`src/rtl/tcam_pkg.sv`:
```
`default_nettype none
// ============================================================================
// Package  : tcam_pkg
// Brief    : Shared widths, FSM state type and helpers for the TCAM controller.
// Revision : 1.0
// ============================================================================
package tcam_pkg;

    localparam int TCAM_ADDR_W  = 28;
    localparam int TCAM_DATA_W  = 32;
    localparam int TCAM_PMA_W   = 6;
    localparam int TCAM_NBLK    = 4;
    localparam int TCAM_ROWS    = 256;
    localparam int TCAM_WADDR_W = 10;
    localparam int TCAM_MASK_W  = TCAM_DATA_W / 8;

    typedef enum logic [2:0] {
        ST_IDLE       = 3'd0,
        ST_CLEAR      = 3'd1,
        ST_WRITE      = 3'd2,
        ST_SRCH_ISSUE = 3'd3,
        ST_SRCH_WAIT  = 3'd4,
        ST_RESP       = 3'd5
    } tcam_ctrl_state_e;

    // Row addresses occupy the low bits of the macro address bus.
    function automatic logic [TCAM_ADDR_W-1:0] tcam_waddr(input logic [TCAM_WADDR_W-1:0] a);
        return {{(TCAM_ADDR_W-TCAM_WADDR_W){1'b0}}, a};
    endfunction

endpackage
`default_nettype wire

```
`src/rtl/tcam_ctrl_if.sv`:
```
`default_nettype none
// ============================================================================
// Interface: tcam_ctrl_if
// Brief    : Requester, response, clear and macro-pin signals of tcam_ctrl.
// Revision : 1.0
// ============================================================================
interface tcam_ctrl_if;
    import tcam_pkg::*;

    logic                    wr_valid;
    logic                    wr_ready;
    logic [TCAM_WADDR_W-1:0] wr_addr;
    logic [TCAM_MASK_W-1:0]  wr_wmask;
    logic [TCAM_DATA_W-1:0]  wr_wdata;

    logic                    srch_valid;
    logic                    srch_ready;
    logic [TCAM_ADDR_W-1:0]  srch_key;

    logic                    rsp_valid;
    logic                    rsp_ready;
    logic [TCAM_PMA_W-1:0]   rsp_pma;

    logic                    clr_start;
    logic                    clr_busy;

    logic                    tcam_csb;
    logic                    tcam_web;
    logic [TCAM_MASK_W-1:0]  tcam_wmask;
    logic [TCAM_ADDR_W-1:0]  tcam_addr;
    logic [TCAM_DATA_W-1:0]  tcam_wdata;
    logic [TCAM_PMA_W-1:0]   tcam_pma;

    modport slave (
        input  wr_valid, wr_addr, wr_wmask, wr_wdata,
        input  srch_valid, srch_key, rsp_ready, clr_start, tcam_pma,
        output wr_ready, srch_ready, rsp_valid, rsp_pma, clr_busy,
        output tcam_csb, tcam_web, tcam_wmask, tcam_addr, tcam_wdata
    );

    modport master (
        output wr_valid, wr_addr, wr_wmask, wr_wdata,
        output srch_valid, srch_key, rsp_ready, clr_start, tcam_pma,
        input  wr_ready, srch_ready, rsp_valid, rsp_pma, clr_busy,
        input  tcam_csb, tcam_web, tcam_wmask, tcam_addr, tcam_wdata
    );

endinterface
`default_nettype wire

```
`src/rtl/tcam_rr_arb2.sv`:
```
`default_nettype none
// ============================================================================
// Module   : tcam_rr_arb2
// Brief    : Two-requester round-robin arbiter, one-hot grant (bit 0 = write).
// Revision : 1.0
// ============================================================================
module tcam_rr_arb2 (
    input  wire        in_clk,
    input  wire        in_rst,
    input  wire        i_en,
    input  wire  [1:0] i_req,
    output logic [1:0] o_gnt
);

    logic r_pref_srch;

    always_comb begin
        o_gnt = 2'b00;
        if (i_en) begin
            if (i_req == 2'b11) begin
                o_gnt = r_pref_srch ? 2'b10 : 2'b01;
            end else begin
                o_gnt = i_req;
            end
        end
    end

    // A grant is an accept, so the pointer moves to the requester not served.
    always_ff @(posedge in_clk) begin
        if (in_rst) begin
            r_pref_srch <= 1'b0;
        end else if (|o_gnt) begin
            r_pref_srch <= o_gnt[0];
        end
    end

endmodule
`default_nettype wire

```
`src/rtl/tcam_ctrl.sv`:
```
`default_nettype none
// ============================================================================
// Module   : tcam_ctrl
// Brief    : Shares the TCAM macro port between writes and searches and runs
//            the full-array clear sweep.
// Revision : 1.0
// ============================================================================
module tcam_ctrl
    import tcam_pkg::*;
#(
    parameter int SEARCH_LAT     = 1,
    parameter bit CLEAR_ON_RESET = 1'b1
) (
    input wire         in_clk,
    input wire         in_rst,
    tcam_ctrl_if.slave bus
);

    localparam logic [2:0]              c_last_wait = 3'(SEARCH_LAT - 1);
    localparam logic [TCAM_WADDR_W-1:0] c_last_row  = TCAM_WADDR_W'(TCAM_NBLK * TCAM_ROWS - 1);

    tcam_ctrl_state_e        r_state;
    logic [TCAM_WADDR_W-1:0] r_clr_cnt;
    logic                    r_clr_last;
    logic [2:0]              r_wait_cnt;

    logic                    r_csb;
    logic                    r_web;
    logic [TCAM_MASK_W-1:0]  r_wmask;
    logic [TCAM_ADDR_W-1:0]  r_addr;
    logic [TCAM_DATA_W-1:0]  r_wdata;
    logic                    r_rsp_valid;
    logic [TCAM_PMA_W-1:0]   r_rsp_pma;
    logic                    r_clr_busy;

    logic                    w_grant_en;
    logic [1:0]              w_gnt;

    // clr_start outranks both requesters in IDLE.
    assign w_grant_en = (r_state == ST_IDLE) && !bus.clr_start;

    tcam_rr_arb2 u_arb (
        .in_clk (in_clk),
        .in_rst (in_rst),
        .i_en   (w_grant_en),
        .i_req  ({bus.srch_valid, bus.wr_valid}),
        .o_gnt  (w_gnt)
    );

    assign bus.wr_ready   = w_gnt[0];
    assign bus.srch_ready = w_gnt[1];
    assign bus.rsp_valid  = r_rsp_valid;
    assign bus.rsp_pma    = r_rsp_pma;
    assign bus.clr_busy   = r_clr_busy;
    assign bus.tcam_csb   = r_csb;
    assign bus.tcam_web   = r_web;
    assign bus.tcam_wmask = r_wmask;
    assign bus.tcam_addr  = r_addr;
    assign bus.tcam_wdata = r_wdata;

    always_ff @(posedge in_clk) begin
        if (in_rst) begin
            r_state     <= CLEAR_ON_RESET ? ST_CLEAR : ST_IDLE;
            r_clr_cnt   <= '0;
            r_clr_last  <= 1'b0;
            r_wait_cnt  <= '0;
            r_csb       <= 1'b1;
            r_web       <= 1'b1;
            r_wmask     <= '0;
            r_addr      <= '0;
            r_wdata     <= '0;
            r_rsp_valid <= 1'b0;
            r_rsp_pma   <= '0;
            r_clr_busy  <= 1'b0;
        end else begin
            case (r_state)
                ST_IDLE: begin
                    if (bus.clr_start) begin
                        r_clr_cnt  <= '0;
                        r_clr_last <= 1'b0;
                        r_state    <= ST_CLEAR;
                    end else if (w_gnt[0]) begin
                        r_csb   <= 1'b0;
                        r_web   <= 1'b0;
                        r_wmask <= bus.wr_wmask;
                        r_addr  <= tcam_waddr(bus.wr_addr);
                        r_wdata <= bus.wr_wdata;
                        r_state <= ST_WRITE;
                    end else if (w_gnt[1]) begin
                        r_csb   <= 1'b0;
                        r_web   <= 1'b1;
                        r_wmask <= '0;
                        r_addr  <= bus.srch_key;
                        r_state <= ST_SRCH_ISSUE;
                    end
                end
                ST_WRITE: begin
                    r_csb   <= 1'b1;
                    r_web   <= 1'b1;
                    r_state <= ST_IDLE;
                end
                ST_SRCH_ISSUE: begin
                    r_csb      <= 1'b1;
                    r_wait_cnt <= '0;
                    r_state    <= ST_SRCH_WAIT;
                end
                ST_SRCH_WAIT: begin
                    if (r_wait_cnt == c_last_wait) begin
                        r_rsp_pma   <= bus.tcam_pma;
                        r_rsp_valid <= 1'b1;
                        r_state     <= ST_RESP;
                    end else begin
                        r_wait_cnt <= r_wait_cnt + 3'd1;
                    end
                end
                ST_RESP: begin
                    if (bus.rsp_ready) begin
                        r_rsp_valid <= 1'b0;
                        r_state     <= ST_IDLE;
                    end
                end
                ST_CLEAR: begin
                    // r_clr_last marks that the final row is on the pins this cycle.
                    if (r_clr_last) begin
                        r_csb      <= 1'b1;
                        r_web      <= 1'b1;
                        r_clr_busy <= 1'b0;
                        r_clr_last <= 1'b0;
                        r_clr_cnt  <= '0;
                        r_state    <= ST_IDLE;
                    end else begin
                        r_csb      <= 1'b0;
                        r_web      <= 1'b0;
                        r_wmask    <= '1;
                        r_wdata    <= '0;
                        r_addr     <= tcam_waddr(r_clr_cnt);
                        r_clr_busy <= 1'b1;
                        r_clr_last <= (r_clr_cnt == c_last_row);
                        r_clr_cnt  <= r_clr_cnt + 1'b1;
                    end
                end
                default: begin
                    r_state <= ST_IDLE;
                end
            endcase
        end
    end

endmodule
`default_nettype wire
```
`src/flat_wrapper.sv`:
```
// flat-port wrapper written by rule: the top's interface ports become plain ports
module tcam_ctrl_flat import tcam_pkg::*;
#(
    parameter int SEARCH_LAT     = 1,
    parameter bit CLEAR_ON_RESET = 1'b1
)
  (in_clk, in_rst, bus_wr_valid, bus_wr_addr, bus_wr_wmask, bus_wr_wdata, bus_srch_valid, bus_srch_key, bus_rsp_ready, bus_clr_start, bus_tcam_pma, bus_wr_ready, bus_srch_ready, bus_rsp_valid, bus_rsp_pma, bus_clr_busy, bus_tcam_csb, bus_tcam_web, bus_tcam_wmask, bus_tcam_addr, bus_tcam_wdata);
  tcam_ctrl_if bus_i ();
  input wire in_clk;
  input wire in_rst;
  input wire logic [$bits(bus_i.wr_valid)-1:0] bus_wr_valid;
  input wire logic [$bits(bus_i.wr_addr)-1:0] bus_wr_addr;
  input wire logic [$bits(bus_i.wr_wmask)-1:0] bus_wr_wmask;
  input wire logic [$bits(bus_i.wr_wdata)-1:0] bus_wr_wdata;
  input wire logic [$bits(bus_i.srch_valid)-1:0] bus_srch_valid;
  input wire logic [$bits(bus_i.srch_key)-1:0] bus_srch_key;
  input wire logic [$bits(bus_i.rsp_ready)-1:0] bus_rsp_ready;
  input wire logic [$bits(bus_i.clr_start)-1:0] bus_clr_start;
  input wire logic [$bits(bus_i.tcam_pma)-1:0] bus_tcam_pma;
  output wire logic [$bits(bus_i.wr_ready)-1:0] bus_wr_ready;
  output wire logic [$bits(bus_i.srch_ready)-1:0] bus_srch_ready;
  output wire logic [$bits(bus_i.rsp_valid)-1:0] bus_rsp_valid;
  output wire logic [$bits(bus_i.rsp_pma)-1:0] bus_rsp_pma;
  output wire logic [$bits(bus_i.clr_busy)-1:0] bus_clr_busy;
  output wire logic [$bits(bus_i.tcam_csb)-1:0] bus_tcam_csb;
  output wire logic [$bits(bus_i.tcam_web)-1:0] bus_tcam_web;
  output wire logic [$bits(bus_i.tcam_wmask)-1:0] bus_tcam_wmask;
  output wire logic [$bits(bus_i.tcam_addr)-1:0] bus_tcam_addr;
  output wire logic [$bits(bus_i.tcam_wdata)-1:0] bus_tcam_wdata;
  assign bus_i.wr_valid = bus_wr_valid;
  assign bus_i.wr_addr = bus_wr_addr;
  assign bus_i.wr_wmask = bus_wr_wmask;
  assign bus_i.wr_wdata = bus_wr_wdata;
  assign bus_i.srch_valid = bus_srch_valid;
  assign bus_i.srch_key = bus_srch_key;
  assign bus_i.rsp_ready = bus_rsp_ready;
  assign bus_i.clr_start = bus_clr_start;
  assign bus_i.tcam_pma = bus_tcam_pma;
  assign bus_wr_ready = bus_i.wr_ready;
  assign bus_srch_ready = bus_i.srch_ready;
  assign bus_rsp_valid = bus_i.rsp_valid;
  assign bus_rsp_pma = bus_i.rsp_pma;
  assign bus_clr_busy = bus_i.clr_busy;
  assign bus_tcam_csb = bus_i.tcam_csb;
  assign bus_tcam_web = bus_i.tcam_web;
  assign bus_tcam_wmask = bus_i.tcam_wmask;
  assign bus_tcam_addr = bus_i.tcam_addr;
  assign bus_tcam_wdata = bus_i.tcam_wdata;
  tcam_ctrl #(.SEARCH_LAT(SEARCH_LAT), .CLEAR_ON_RESET(CLEAR_ON_RESET)) u_core (.in_clk(in_clk), .in_rst(in_rst), .bus(bus_i));
endmodule
```
`config.mk`:
```
export PLATFORM = sky130hd
export DESIGN_NAME = tcam_ctrl_flat
export DESIGN_NICKNAME = d
export VERILOG_FILES = /design/src/rtl/tcam_pkg.sv /design/src/rtl/tcam_ctrl_if.sv /design/src/rtl/tcam_rr_arb2.sv /design/src/rtl/tcam_ctrl.sv /design/src/flat_wrapper.sv
export SDC_FILE = /design/constraint.sdc
export NUM_CORES = 1
export LEC_CHECK = 0
export BUFFER_PORTS_ARGS = -buffer_cell sky130_fd_sc_hd__buf_4
export CAP_MARGIN = 20
export CORE_MARGIN = 4
export CORE_UTILIZATION = 40
export DETAILED_ROUTE_END_ITERATION = 12
export PLACE_DENSITY = 0.69
export SYNTH_ARGS = -nofsm -noshare
export SYNTH_HDL_FRONTEND = slang
export SYNTH_SLANG_ARGS = --single-unit
```
`constraint.sdc`:
```
create_clock -name in_clk -period 3 [get_ports in_clk]
set_clock_uncertainty 0.05 [all_clocks]
set_input_delay 0.15 -clock in_clk [delete_from_list [all_inputs] [get_ports in_clk]]
set_output_delay 0.15 -clock in_clk [all_outputs]
set_load 0.03 [all_outputs]
```
# Word-level counts from Yosys, hierarchy flattened
# Index checks and enable logic that the tools add are counted.
[word_totals] output_inout_bits=76 latch_bits=0 rom_bits=0 ram_bits=0 mem_count=0 regBits=92 input_bits=86
[op_classes] multipliers=0 mux=45 n_shift=0 n_eq_ne=17 div_mod_pow=0 reduce_logical=20 magnitude_cmp=0 n_bitwise=0 add_sub_neg=2
[ops] op="28-bit two-way mux" count=4
[ops] op="32-bit two-way mux" count=3
[ops] op="32-bit case mux with 2 select lines" count=1
[ops] op="28-bit case mux with 2 select lines" count=1
[ops] op="3-bit two-way mux" count=7
[ops] op="10-bit two-way mux" count=2
[ops] op="10-bit case mux with 2 select lines" count=1
[ops] op="4-bit two-way mux" count=4
[ops] op="3-bit case mux with 5 select lines" count=1
[ops] op="1-bit two-way mux" count=12
[ops] op="2-bit inequality test (second input constant)" count=6
[ops] op="4-bit AND reduction" count=3
[ops] op="10-bit by 1-bit adder with 10-bit output (second input constant)" count=1
[ops] op="10-bit equality test (second input constant)" count=1
[ops] op="3-bit AND reduction" count=3
[ops] op="4-bit case mux with 2 select lines" count=1
[ops] op="3-bit by 2-bit equality test with 1-bit output (second input constant)" count=2
[ops] op="3-bit equality test (second input constant)" count=2
[ops] op="3-bit logical NOT" count=2
[ops] op="2-bit two-way mux" count=3
[ops] op="1-bit case mux with 3 select lines" count=2
[ops] op="3-bit case mux with 2 select lines" count=1
[ops] op="2-bit AND reduction" count=3
[ops] op="2-bit nonzero test" count=3
[ops] op="other kinds (11)" count=15

# Longest topological paths before layout
# Gate-level depths: netlist (run 1).
[depth] word_depth=7 mapped_depth=7 mapped_depth_nobuf=6

# Modules after synthesis
# A second synthesis (run 1) with hierarchy kept.
[hier_totals] cells_unflattened=444 area_unflattened_um2=3844.9
[modules_own_cells] module="tcam_ctrl" cells_each=436 area_per_inst_um2=3789.9 n_inst=1
[modules_own_cells] module="tcam_rr_arb2" cells_each=8 area_per_inst_um2=55.1 n_inst=1

# Worst setup path before layout (run 1)
# Ideal clock, no wire load.
[synth_path] kind="reg-to-reg" startpoint="register u_core.r_state[0]" endpoint="register u_core.r_addr[5], in the netlist u_core.bus.tcam_addr[5]" setup_slack_ps=1334 period_less_slack_ps=1666 stages_incl_launch_ff=7 required_time_ps=2820 arrival_time_ps=1486 n_path_buf=2 cell_sequence="dfxtp_1 > buf_4 > nor4_4 > nand2_2 > buf_2 > a211oi_1 > o32ai_1"
[synth_between] elab_chain_cells=6
[synth_lines] item="start: declaration" line="tcam_ctrl.sv:22" text="tcam_ctrl_state_e r_state;"
[synth_lines] item="start signal: assignment" line="tcam_ctrl.sv:63" text="r_state <= CLEAR_ON_RESET ? ST_CLEAR : ST_IDLE;"
[synth_lines] item="3-bit logical NOT" line="tcam_ctrl.sv:40, tcam_ctrl.sv:76"
[synth_lines] item="1-bit logical AND" line="tcam_ctrl.sv:40" text="assign w_grant_en = (r_state == ST_IDLE) && !bus.clr_start;"
[synth_lines] item="2-bit two-way mux" line="tcam_rr_arb2.sv:19" text="if (i_en) begin"
[synth_lines] item="28-bit two-way mux" line="tcam_ctrl.sv:82" text="end else if (w_gnt[0]) begin"
[synth_lines] item="28-bit two-way mux" line="tcam_ctrl.sv:78" text="if (bus.clr_start) begin"
[synth_lines] item="28-bit case mux with 2 select lines" line="tcam_ctrl.sv:76" text="case (r_state)"
[synth_lines] item="end signal: assignment" line="tcam_ctrl.sv:86" text="r_addr <= tcam_waddr(bus.wr_addr);"
[synth_lines] item="end signal: assignment" line="tcam_ctrl.sv:93" text="r_addr <= bus.srch_key;"
[synth_lines] item="end signal: assignment" line="tcam_ctrl.sv:136" text="r_addr <= tcam_waddr(r_clr_cnt);"
[synth_lines] item="end: declaration" line="tcam_ctrl.sv:30" text="logic [TCAM_ADDR_W-1:0] r_addr;"
# Several ways; a longest one is shown, not always the timed one. The select of a mux whose other input is x is not followed.
# A chain may end at the register's enable or synchronous reset.

# Final worst setup path (run 1)
[layout_path] startpoint="register u_core.r_state[0]" endpoint="register u_core.r_wmask[0], in the netlist u_core.bus.tcam_wmask[0]"
[layout_between] elab_chain_cells=6
[layout_lines] item="3-bit logical NOT" line="tcam_ctrl.sv:40, tcam_ctrl.sv:76"
[layout_lines] item="1-bit logical AND" line="tcam_ctrl.sv:40"
[layout_lines] item="2-bit two-way mux" line="tcam_rr_arb2.sv:19"
[layout_lines] item="4-bit two-way mux" line="tcam_ctrl.sv:82"
[layout_lines] item="4-bit two-way mux" line="tcam_ctrl.sv:78"
[layout_lines] item="4-bit case mux with 2 select lines" line="tcam_ctrl.sv:76"
[layout_lines] item="end signal: assignment" line="tcam_ctrl.sv:85" text="r_wmask <= bus.wr_wmask;"
[layout_lines] item="end: declaration" line="tcam_ctrl.sv:29" text="logic [TCAM_MASK_W-1:0] r_wmask;"
# Several ways; a longest one is shown, not always the timed one. The select of a mux whose other input is x is not followed.

==> flow_metrics.tcl, run 1 <==
set metrics [dict create \
    outcome "finished clean" \
    drc 0 \
    hp-class "primary input to flop" \
    syn_area_per_cell_sq_um 8.27 \
    diodes 0 \
    finalWorstSetupSlack_ns 0.428 \
    end_kind "flop" \
    die_area_sq_mm 0.0117 \
    synth_edf_count 0 \
    hpwl_um 8280 \
    pre_cts_ws_ns 0.464 \
    post-route-period-util 0.857 \
    synth_top_family_by_area "compound AO/OA/AOI/OAI gates" \
    reg2reg_depth 4 \
    cts.reportedPaths.clkPinSlew_ns 0.09 \
    total_power_mw 2.46 \
    worstPathRequired_ns 3.26 \
    synth_area_leader_cell "dfxtp_1" \
    drtIter0Drc 278 \
    synth_seq_cells 92 \
    finalNonFillerCells 813 \
    clockBufferDepth 2 \
    ys_seq_area_frac 0.459 \
    synth_cell_types 50 \
    period_needed_ns 2.57 \
    insertion_delay_ns 0.37 \
    grt_pass1_vias 4154 \
    cp_cell_sequence "nand2b_1 -> o31a_1 -> nor2_1 -> o221a_2" \
    synth_top_area_frac 0.459 \
    async_flop_share 0 \
    peakVddDrop_uv 307 \
    root_buffer "clkbuf_8" \
    track_usage 0.217 \
    power_density_mw_per_mm2 407 \
    crit_cells 4 \
    relSlewSlack 0.374 \
    num_rows 36 \
    cp_slowest_stage_delay_ns 0.79 \
    synth_compound_area_frac 0.240 \
    cts_max_level 3 \
    placed_cells 744 \
    start_util 0.410 \
    synth_area_sq_mm 0.00401 \
    tightest_slew_ns 0.936 \
    synth-xor-area-share 0.00218 \
    die_y_um 108 \
    cts_resized 0 \
    startpoint_type "flop" \
    synthCells 485 \
    critPathArrivalTime_ns 2.83 \
    via_per_inst 5.27 \
    final_util 0.618 \
    wl_um 12700 \
    tns_ns 0 \
    gp_congestion 0.800 \
    syn_nets 574 \
    leakagePower_nw 2.43 \
    antenna_found_initial 0 \
    critPathMaxFanout 19 \
    vias 4284 \
    drive_gt1_frac 0.296 \
    min_path_cells 3 \
    synthSimpleGateAreaFrac 0.219 \
    yosysMostFrequentCell "dfxtp_1" \
    hold_viol_final 0 \
    setup_viol 0 \
    drv_slew 0 \
    synth_adder_area_share 0.00936 \
    cts_tree "done" \
    maxCapViolations 0 \
    clock_sinks 92 \
    firstDrtPassIters 4 \
    grt_pass1_wl_um 20300 \
    ant_nets 0 \
    yosys_most_used_dff "dfxtp_1" \
    pin_count 162 \
    yosys-mux-area-fraction 0.00250 \
    ys_top_cells_by_count "dfxtp_1, a21oi_1, nand2_1, nand3_1" \
    critPathSlowestCell "nor2_1" \
    wl_per_cell_um 15.6 \
    path_class "flop to flop" \
    synthTopCellsByArea "dfxtp_1, a21oi_1, nand3_1" \
    port_buffers 161 \
    critical-path-top-delay-family "simple AND/OR/NAND/NOR gates" \
    rsz0062_at_grt "no" \
    cts_inserted_buffers 9 \
    die_w_um 108 \
    crit_buf_inv 0 \
    grt_start_max_net_pins 56 \
    synthToLayoutAreaGrowth_pct 50.7 \
    ys_warn_count 0 \
    core_sq_mm 0.00977 \
    nets 764 \
    fmax_mhz 389 \
    nFillCells 849 \
    gr-total-overflow 0 \
]
## cell families (layout without fill, tap and decap cells)
family,count (synthesis),in the layout
buffers and inverters,62,257
adders and majority gates,3,3
xor gates and xnor gates,1,1
DFF,92,92
and+or+nand+nor,171,171
AOI/OAI and AO/OA,155,155
muxes,1,1
## cell usage in the layout (no fill, tap or decap), drive strengths merged, types with 2 or more instances in the layout
cell and n:
nand4 19, or3 4, bufinv 3, ha 3, clkbuf 10, buf 171, a211oi 10, nand3 43
dfxtp 92, dlygate4sd3 53, clkinv 3, inv 17, a31oi 6, nor3b 2, nand2b 4, nor2 18
or2 2, and3 16, o221a 4, o2111ai 10, o32ai 10, o21ai 27, a21oi 74, nand3b 2
nand2 54, a311oi 3
## what timing repair did
| item | in CTS | in global routing |
|---|---|---|
| hold endpoints to repair | 53 | 0 |
| hold buffers | 53 | 0 |
| setup buffers | 0 | 0 |
## flip-flops by register name (all words and copies together) (netlist names)
| name | flops |
|---|---|
| u_core.bus.tcam_wmask | 4 |
| u_core.bus.tcam_addr | 28 |
| u_core.bus.rsp_valid | 1 |
| u_core.bus.tcam_wdata | 32 |
| u_core.r_clr_cnt | 10 |
| u_core.bus.rsp_pma | 6 |
| u_core.r_clr_last | 1 |
| u_core.bus.tcam_csb | 1 |
| u_core.bus.tcam_web | 1 |
| u_core.r_state | 3 |
| u_core.bus.clr_busy | 1 |
| u_core.u_arb.r_pref_srch | 1 |
| u_core.r_wait_cnt | 3 |
## report_power, final
group          leakage [nW]  switching (mW)  total (mW)  internal (mW)
clock network         0.120           0.445        1.00          0.555
logic                  1.56          0.0853       0.223          0.137
registers             0.744         0.00871        1.24           1.23
total                  2.43           0.539        2.46           1.92
## routing by layer
| layer | up-vias | part of all wire | global-route usage |
|---|---|---|---|
| met5 | - | 0 | 0 |
| met4 | 0 | 0.033 | 0.0938 |
| met3 | 32 | 0.056 | 0.0430 |
| met2 | 162 | 0.49 | 0.362 |
| met1 | 1953 | 0.42 | 0.272 |
| li1 | 2137 | - | - |
## area by class of cell
cell class | instances | area (sq um) | share of cell area
Sequential cell | 92 | 1840 | 0.305
Multi-Input combinational cell | 331 | 1920 | 0.317
Timing Repair Buffer | 224 | 1810 | 0.300
Tap cell | 133 | 166 | 0.0275
Clock inverter | 6 | 113 | 0.0186
Clock buffer | 10 | 128 | 0.0211
Inverter | 17 | 63.8 | 0.0106
## worst register-to-register path, stage by stage (launching register included)
cell and delay [ns]:
dfxtp_1 0.76, nand2b_1 0.22, o31a_1 0.35, nor2_1 0.79
o221a_2 0.34
## through the flow
| stage | hold WS (ns) | area [sq um] |
|---|---|---|
| finish | 0.00648 | 6040 |
| global route | 0.00826 | 6040 |
| CTS | 0.0000104 | 6040 |
| detailed placement | 0.372 | 5270 |
| global placement | 0.367 | 5270 |
| floorplan | 0.248 | 4010 |
## path summary, 6_finish.rpt
| kind | startpoint | to | slack, ns |
|---|---|---|---|
| max | u_core.r_state[0] | u_core.bus.tcam_wmask[0] | 0.43 |
| min | bus_srch_key[7] | u_core.bus.tcam_addr[7] | 0.006 |
| max reg2reg | u_core.r_state[0] | u_core.bus.tcam_wmask[0] | 0.43 |
| min reg2reg | u_core.bus.tcam_wdata[26] | u_core.bus.tcam_wdata[26] | 0.40 |
(Power assumes the default switching activity.)
==> run 2: changes to the inputs <==
--- a/config.mk
+++ b/config.mk
@@ -10,7 +10,10 @@
 export CORE_MARGIN = 4
 export CORE_UTILIZATION = 40
 export DETAILED_ROUTE_END_ITERATION = 12
-export PLACE_DENSITY = 0.69
+export GPL_TIMING_DRIVEN = 0
+export PLACE_DENSITY = 0.7
+export SETUP_SLACK_MARGIN = 0.05
 export SYNTH_ARGS = -nofsm -noshare
 export SYNTH_HDL_FRONTEND = slang
+export SYNTH_HIERARCHICAL = 1
 export SYNTH_SLANG_ARGS = --single-unit
==> flow_metrics.tcl, run 2 <==
set metrics [dict create \
    largest_register_ffs 32 \
    gr-total-overflow 0 \
    num_rows 35 \
    wl_um 13000 \
    wl_per_cell_um 16.1 \
    pwr-share-clk 0.304 \
    vias 4196 \
    yosysMostFrequentCell "dfxtp_1" \
    hpwl_um 9090 \
    via_per_inst 5.23 \
    total_power_mw 2.64 \
    synthTopCellsByArea "dfxtp_1, a22oi_1, nor2_1" \
    fmax_mhz 374 \
    nets 758 \
    firstDrtPassIters 4 \
    rsz0062_at_grt "no" \
    grt_pass1_vias 4149 \
    cts_tree "done" \
    hp-class "primary input to flop" \
    hold_viol_final 0 \
    synthToLayoutAreaGrowth_pct 54.7 \
    die_y_um 106 \
    power_density_mw_per_mm2 444 \
    antenna_found_initial 0 \
    synthCells 444 \
    root_buffer "clkbuf_8" \
    pin_count 162 \
    worstPathRequired_ns 3.17 \
    synth_top_area_frac 0.479 \
    period_needed_ns 2.68 \
    cts_setup_buffers 0 \
    start_util 0.414 \
    track_usage 0.226 \
    p_int_mw 1.86 \
    syn_area_per_cell_sq_um 8.66 \
    die_w_um 106 \
    clockBufferDepth 2 \
    p_sw_uw 777 \
    tightest_slew_ns 0.932 \
    drtIter0Drc 219 \
    critPathSlowestCell "buf_1" \
    path_class "flop to flop" \
    core_sq_mm 0.00928 \
    area.sequential_sq_mm 0.00184 \
    critPathMaxFanout 10 \
    gp_congestion 0.821 \
    die_area_sq_mm 0.0112 \
    clock_sinks 92 \
    share_comb_of_total_power 0.205 \
    post-route-period-util 0.892 \
    syn_nets 533 \
    final_common_cell "buf_4" \
    synth_area_leader_cell "dfxtp_1" \
    cp_slowest_stage_delay_ns 0.40 \
    cts_inserted_buffers 9 \
    port_buffers 161 \
    critPathArrivalTime_ns 2.84 \
    ys_top_cells_by_count "dfxtp_1, nor2_1, nand2_1, o21ai_0, a22oi_1" \
    async_flop_share 0 \
    yosys_most_used_dff "dfxtp_1" \
    grt_pass1_wl_um 20700 \
    synth_area_sq_mm 0.00384 \
    drv_slew 0 \
    drive_gt1_frac 0.292 \
    insertion_delay_ns 0.36 \
    multi_input_area_sq_mm 0.00183 \
    cts.reportedPaths.clkPinSlew_ns 0.09 \
    startpoint_type "flop" \
    outcome "finished clean" \
    nFillCells 804 \
    synth_cell_types 44 \
    sequentialPowerShare 0.491 \
    ys_seq_area_frac 0.479 \
    synth_seq_cells 92 \
    sw_frac_of_total 0.294 \
    tns_ns 0 \
    ys_warn_count 6 \
    setup_viol 0 \
    peakVddDrop_uv 207 \
    relSlewSlack 0.377 \
    ant_nets 0 \
    cts_max_level 3 \
    cp_cell_sequence "buf_6 -> or2_2 -> nor3_2 -> nand2_1 -> a21oi_1 -> or2_2 -> a21oi_1 -> nor2_1 -> buf_1 -> o21ai_0" \
    layout_common_cells "buf_4, dfxtp_1, nor2_1" \
    end_kind "flop" \
    maxCapViolations 0 \
    synth_edf_count 0 \
    grt_start_max_net_pins 16 \
    leakagePower_nw 2.48 \
    diodes 0 \
    drc 0 \
]
-- run 2: changes by cell type after synthesis, sizes merged, moves of 15 or more --
cell,previous run,this run
mux2i,1,17
a22oi,1,33
nor2,18,57
a21oi,74,32
o21ai,27,42
nand3,43,1
-- run 2: final timing paths --
path	startpoint	end	slack (ns)	cells past startpoint
worst max-delay path	u_core/r_state[1]	u_core/bus.tcam_csb	0.32	10
worst max register to register	u_core/r_state[1]	u_core/bus.tcam_csb	0.32	10
worst min-delay path	bus_wr_wdata[29]	u_core/bus.tcam_wdata[29]	0.009	3
worst min register to register	u_core/bus.tcam_addr[16]	u_core/bus.tcam_addr[16]	0.42	2
-- run 2: logic make-up after synthesis --
family,synth area share
AOI/OAI and AO/OA,0.219
xor gates and xnor gates,0.00456
adders and majority gates,0.00976
buffers and inverters,0.0478
DFF,0.479
muxes,0.0443
and+or+nand+nor,0.196
-- run 2: worst max-delay path, delay by kind of cell, from the launching register on --
| kind | cells | cell delay (ns) |
|---|---|---|
| compound gates | 3 | 0.54 |
| buf+inv | 2 | 0.53 |
| flops | 1 | 0.31 |
| simple gates | 5 | 1.10 |
-- run 2: final cells by class --
class	instances	area share
plain buffers	39	0.0286
clock buffers	12	0.0261
clock inverters	4	0.00547
inverters	5	0.00316
multi-input cells	308	0.307
flip-flops and latches	92	0.310
well taps	129	0.0271
repair buffers	214	0.292
-- run 2: timing repair --
| action | in CTS | in global routing |
|---|---|---|
| setup endpoints to repair | 6 | 62 |
| resized for setup | 1 | 5 |
| pin swaps | 0 | 0 |
| hold buffers | 53 | 0 |
| hold endpoints to repair | 52 | 0 |
-- run 2: routing by layer --
layer	global-route usage	wire, um	up-vias
met5	0	0	-
met4	0.118	512	0
li1	-	-	2054
met1	0.264	5210	1957
met2	0.395	6590	141
met3	0.0401	638	44
-- run 2: per-stage QoR --
stage          setup WS (ns)  std cells  hold WS [ns]   util  cell area, sq um
4_1_cts                0.139        803      0.000962  0.640              5940
2_1_floorplan          0.197        444         0.178      -              3850
3_3_place_gp         -0.0553        734         0.276  0.562              5220
3_5_place_dp         -0.0867        734         0.280  0.562              5220
5_1_grt               0.0441        803       0.00666  0.641              5950
6_report               0.324        803       0.00865  0.641              5950
-- run 2: power by group through the flow --
| stage | Sequential (mW) | Clock (mW) | Combinational [mW] |
|---|---|---|---|
| detailed placement | 1.32 | 0 | 0.475 |
| global route | 1.30 | 0.863 | 0.582 |
| CTS | 1.30 | 0.821 | 0.534 |
| finish | 1.30 | 0.802 | 0.540 |
| floorplan | 1.39 | 0 | 0.190 |
| global placement | 1.32 | 0 | 0.468 |
